## src/rtl/key_pad_emu.sv

```systemverilog
// Keypad contact emulator: presses one key on a scanned 4x4 matrix.
// The contact bounces in, holds steadily, then bounces out.
module key_pad_emu #(
    parameter int HOLD_CYC   = 1000000,
    parameter int BOUNCE_CYC = 5000,
    parameter int BOUNCE_N   = 8
) (
    input  logic       clk,
    input  logic       rst,
    input  logic [3:0] col,
    output logic [3:0] row,
    input  logic       press_valid,
    input  logic [3:0] press_code,
    output logic       press_ready,
    output logic       busy,
    output logic       done
);

    typedef enum logic [1:0] {
        IDLE,
        BNC_IN,
        HOLD,
        BNC_OUT
    } state_t;

    localparam logic [23:0] HOLD_LAST = 24'(HOLD_CYC - 1);
    localparam logic [23:0] BNC_LAST  = 24'(BOUNCE_CYC - 1);
    localparam logic [7:0]  TOG_LAST  = 8'(BOUNCE_N - 1);

    state_t      state;
    logic        contact;
    logic [3:0]  code_q;
    logic [23:0] phase_cnt;
    logic [7:0]  toggle_cnt;
    logic [3:0]  row_next;

    assign press_ready = (state == IDLE);
    assign busy        = (state != IDLE);

    // Only the pressed key's column is looked at; its row is pulled low.
    always_comb begin
        row_next = 4'b1111;
        if (contact && !col[code_q[1:0]]) begin
            row_next[code_q[3:2]] = 1'b0;
        end
    end

    always_ff @(posedge clk or posedge rst) begin
        if (rst) begin
            state      <= IDLE;
            contact    <= 1'b0;
            row        <= 4'b1111;
            done       <= 1'b0;
            code_q     <= 4'h0;
            phase_cnt  <= 24'd0;
            toggle_cnt <= 8'd0;
        end else begin
            done <= 1'b0;
            row  <= row_next;
            case (state)
                IDLE: begin
                    if (press_valid) begin
                        code_q     <= press_code;
                        phase_cnt  <= 24'd0;
                        toggle_cnt <= 8'd0;
                        if (BOUNCE_N == 0) begin
                            state   <= HOLD;
                            contact <= 1'b1;
                        end else begin
                            state   <= BNC_IN;
                            contact <= 1'b0;
                        end
                    end
                end
                BNC_IN: begin
                    if (phase_cnt == BNC_LAST) begin
                        phase_cnt <= 24'd0;
                        // The last bounce phase ends by settling closed.
                        if (toggle_cnt == TOG_LAST) begin
                            state      <= HOLD;
                            contact    <= 1'b1;
                            toggle_cnt <= 8'd0;
                        end else begin
                            contact    <= ~contact;
                            toggle_cnt <= toggle_cnt + 8'd1;
                        end
                    end else begin
                        phase_cnt <= phase_cnt + 24'd1;
                    end
                end
                HOLD: begin
                    if (phase_cnt == HOLD_LAST) begin
                        phase_cnt  <= 24'd0;
                        toggle_cnt <= 8'd0;
                        if (BOUNCE_N == 0) begin
                            state   <= IDLE;
                            contact <= 1'b0;
                            done    <= 1'b1;
                        end else begin
                            state   <= BNC_OUT;
                            contact <= 1'b1;
                        end
                    end else begin
                        phase_cnt <= phase_cnt + 24'd1;
                    end
                end
                BNC_OUT: begin
                    if (phase_cnt == BNC_LAST) begin
                        phase_cnt <= 24'd0;
                        if (toggle_cnt == TOG_LAST) begin
                            state      <= IDLE;
                            contact    <= 1'b0;
                            toggle_cnt <= 8'd0;
                            done       <= 1'b1;
                        end else begin
                            contact    <= ~contact;
                            toggle_cnt <= toggle_cnt + 8'd1;
                        end
                    end else begin
                        phase_cnt <= phase_cnt + 24'd1;
                    end
                end
                default: begin
                    state   <= IDLE;
                    contact <= 1'b0;
                end
            endcase
        end
    end

endmodule

```

## config.mk

```make
export PLATFORM = sky130hd
export DESIGN_NAME = key_pad_emu
export DESIGN_NICKNAME = d
export VERILOG_FILES = /design/src/rtl/key_pad_emu.sv
export SDC_FILE = /design/constraint.sdc
export NUM_CORES = 1
export LEC_CHECK = 0
export BUFFER_PORTS_ARGS = -buffer_cell sky130_fd_sc_hd__buf_4
export CORE_MARGIN = 1.5
export CORE_UTILIZATION = 40
export CTS_BUF_LIST = sky130_fd_sc_hd__clkbuf_8
export CTS_CLUSTER_DIAMETER = 200
export DETAILED_ROUTE_END_ITERATION = 10
export PLACE_DENSITY = 0.62
export SETUP_SLACK_MARGIN = 0.05
export SLEW_MARGIN = 30
export SYNTH_ARGS = -nofsm -noshare
export SYNTH_HDL_FRONTEND = slang
export SYNTH_SLANG_ARGS = --single-unit
export TNS_END_PERCENT = 50
```

## constraint.sdc

```tcl
create_clock -name clk -period 3.5 [get_ports clk]
set_input_delay 0.35 -clock clk [delete_from_list [all_inputs] [get_ports clk]]
set_output_delay 0.35 -clock clk [all_outputs]
set_load 0.01 [all_outputs]
```

==> results <==
- The capturing element type of the critical path is a flop.
- The height of the die is 83.66 um.
- The netlist uses between 40 and 50 different library cells.
- From left edge to right edge, the die measures 83.66 um.
- The total power draw is roughly 1200 uW.
- Power spread over the standard cell area amounts to between 400 and 500 nW/um^2.
- The number of placed instances, taps included, is around 370.
- The half-perimeter wire length after placement is between 3000 and 4000 um.
- The first global-routing pass estimated 9784 um of wire.
- The type of the worst min-delay path is in -> async.
- The async set-reset flop share out of synthesis is 1.000.
- The count of nets left with antenna violations after detail routing is 0.
- CTS built an H-tree with a depth of 2.
- The predominant post-synthesis flop cell is sky130_fd_sc_hd__dfrtp_1.
- The number of global-route vias before repair is between 2000 and 2500.
- Along the worst path, the maximum fanout reaches 12.
- The number of antenna violations at the first check in global routing is 0.
- Sorting the synthesized cells by area gives the leading types as sky130_fd_sc_hd__dfrtp_1 (38%), sky130_fd_sc_hd__nand2_1 (8.1%), sky130_fd_sc_hd__dfstp_2 (4.0%).
- The multi-input combinational cells in the finished layout cover a total of 1420 sq um.
- For this run the aggregate overflow at the end of global routing stands at 0.
- The ratio of cells with drive above 1 in the final layout is 0.1607.
- The basic-gate share of the synthesized area counting and, or, nand and nor cells is 0.2933.
- The number of nets in the synthesized netlist is 308.
- Yosys mapped a number of flops with a built-in enable equal to 0.
- The post-synthesis instance area is roughly 2600 sq um.
- The final count of hold timing violations is 0.
- The cell depth of the worst flop-to-flop path is 5.
- In the routed layout, each cell is associated on average with a via count of about 5.7.
- For the pin with the worst max-slew slack, the measured transition is 0.8979 ns.
- sky130_fd_sc_hd__dfrtp_1 takes more of the synthesized area than any other cell.
- The compound-cell area share of the yosys netlist is 0.1692.
- The floorplan step defined a die boundary enclosing ~7000 sq um.
- Counting buffers and inverters, the worst setup path is 5 cells deep.
- The share of synthesized area spent on multiplexers is 0.03029.
- The final count of negative-setup-slack endpoints is 0.
- The final period demand of the worst path is 2.824 ns.
- The dominant cell by count in the synthesized netlist is sky130_fd_sc_hd__nand2_1.
- The final weighted congestion of routability-driven global placement is between 0.8 and 0.9.
- The routed design has 5632 um of wire.
- The max-cap violation count is 0.
- The yosys synthesis warning count is 0.
- The number of antenna repair diodes is 0.
- The number of placement rows is 29.
- The detailed-route DRC error count is 0.
- The number of gates resized after CTS is 0.
- After clock tree synthesis, the clock-pin slew on the worst setup and hold paths is ~0.08 ns.
- The average wire per cell in the routed design is 14.74 um.
- The arrival time at the worst endpoint is about 3 ns.
- Summed over all cells, the static leakage comes to ~0.0012 uW.
- The total clock sinks is between 40 and 50.
- Grouping stages by cell kind, the critical path spends the most delay in simple AND/OR/NAND/NOR gates.
- Of the post-synthesis cell area, the dominant cell type holds 0.3846.
- The arithmetic-cell share of the synthesized area counting full adders, half adders and majority gates is 0.03365.
- The maximum number of pins on one net before global-route repair is between 40 and 50.
- The run finished with clean final reports.
- Averaged over all synthesized cells, the footprint is about 9 sq um.
- The share of the Yosys chip area taken by registers is 0.4250.
- In this run the deepest clock path goes through 2 buffers.
- After routing, the total negative slack on setup checks comes to 0 ns.
- During I/O placement, the number of pins put on the boundary was 18.
- The synthesis-stage register bit count is 44.
- The signal on the critical path passes through or4_4 -> nor4_4 -> a21oi_1 -> or4_1 -> o31ai_1.
- Together, buffers and inverters on the worst path number 0.
- On the final layout, the worst clock skew is around 0.0045 ns.
- The number of I/O port buffers is 17.
- The starting density of the core is 0.4122.
- The CTS tree is built.
- Buffers added to address setup during post-CTS repair amount to 0.
- The critical path in this run is classified as reg -> reg.
- The final layout net count is 322.
- The first detailed-routing pass ran for 4 iterations.
- Setup repair after global routing left no endpoint under its margin.
- The commonest cells after synthesis are sky130_fd_sc_hd__nand2_1 (56), sky130_fd_sc_hd__dfrtp_1 (40), sky130_fd_sc_hd__nor2_1 (16), sky130_fd_sc_hd__o22ai_1 (15), sky130_fd_sc_hd__o21ai_0 (14).
- The count of filler cells inserted in the layout is around 600.
- The number of buffers created by CTS is 5.
- Across all layers, the routed design uses 2182 vias.
- The share of the synthesized netlist area taken by xor and xnor gates is 0.01346.
- Derived from the worst setup path, the maximum achievable clock frequency is approximately 0.35 GHz.
- The area of all sequential standard cells is ~1100 sq um.
- On the worst path, the slowest cell contributes a delay of 0.67 ns.
- The ratio of final minimum period to clock period is 0.8069.
- The growth of design area from synthesis to finish is 12.26%.
- The slowest library cell on the worst path is sky130_fd_sc_hd__or4_1.
- The DRC marker count from the first detailed-route iteration is around 140.
- In the synthesized netlist, the number of instances is 290.
- The count of pins over their slew limit is 0.
- The total global-route track usage is 0.1718.
- The clock latency on the worst-skew pair is 0.30 ns.
- The worst endpoint required time is around 3.7 ns.
- The worst pin sits at a relative slew slack of 0.4014.
- The standard cell core area is ~6300 sq um.
- By area, the combinational part of the netlist is dominated by simple AND/OR/NAND/NOR gates.
- CTS placed an instance of sky130_fd_sc_hd__clkbuf_8 at the clock tree root.
- The hold-fix buffer count after cts is 0.
- The startpoint type of the worst setup path is a flop.
- Across the VDD grid, the largest voltage drop is approximately 0.28 mV.
- For this run, the number of standard cells in the final layout without fillers is between 300 and 400.
report_power, final:
part           switching, uW  leakage, uW  internal (uW)  total (uW)
clock                    182    0.0000541            211         393
combinational           75.1     0.000595           72.3         147
sequential              84.1     0.000539            556         641
total                    341      0.00119            840        1180
cell type report:
type                            instances  share of cell area
Multi-Input combinational cell        224              0.4861
Clock buffer                            5             0.02355
Timing Repair Buffer                   21             0.05396
Inverter                                8             0.01028
Sequential cell                        44              0.3786
Clock inverter                          3             0.01456
Tap cell                               77             0.03298
placed cells by master (no fill, tap or decap), drive strengths merged, types with 5 or more instances in the layout:
cell type,instances
and4,6
mux2,5
o31ai,7
nand2,56
nor4,11
o31a,7
or4,5
nor3,5
nor2b,7
o22ai,15
and2,5
nand3,12
o41ai,7
clkbuf,5
buf,21
o21ai,14
inv,7
or3,6
ha,7
nor2,16
dfrtp,40
routing by layer:
layer  share of wire  global-route usage
met3           0.029             0.03264
met1            0.49              0.2219
met2            0.48              0.2896
met5               0                   0
met4          0.0067             0.05812
per-stage QoR:
step	setup WS [ns]	hold slack, ns	area (sq um)	utilization
6_report	0.6759	0.1781	2922	0.4627
5_1_grt	0.4847	0.2231	2922	0.4627
4_1_cts	0.6803	0.2042	2922	0.4627
3_5_place_dp	0.6826	0.4580	2810	0.4451
3_3_place_gp	0.7529	0.4376	2810	0.4451
2_1_floorplan	1.177	0.4141	2603	-
registers in the layout, indices dropped and copies added (netlist names):
signal      count
phase_cnt      24
state           2
toggle_cnt      8
done            1
code_q          4
row             4
contact         1
final timing paths:
| kind | from | end | slack [ns] |
|---|---|---|---|
| max | phase_cnt[13] | toggle_cnt[5] | 0.68 |
| max in group asynchronous | rst | toggle_cnt[3] | 2.94 |
| min | rst | done | 0.18 |
| min reg2reg | code_q[3] | row[2] | 0.47 |
| max reg2reg | phase_cnt[13] | toggle_cnt[5] | 0.68 |
| min in group clk | press_valid | phase_cnt[16] | 0.26 |
logic make-up (layout without fill, tap and decap cells):
kind of cell,count (synthesis),count (layout)
and+or+nand+nor,143,143
AOI/OAI and AO/OA,64,64
DFF,44,44
buffers and inverters,22,37
adders and majority gates,7,7
muxes,6,6
xor gates and xnor gates,4,4
worst register-to-register path, cell delays in order, from the launching register on:
cell                      delay [ns]
sky130_fd_sc_hd__dfrtp_1        0.45
sky130_fd_sc_hd__or4_4          0.57
sky130_fd_sc_hd__nor4_4         0.40
sky130_fd_sc_hd__a21oi_1        0.37
sky130_fd_sc_hd__or4_1          0.67
sky130_fd_sc_hd__o31ai_1        0.27
Note: power is estimated with default switching activity, not from simulation.
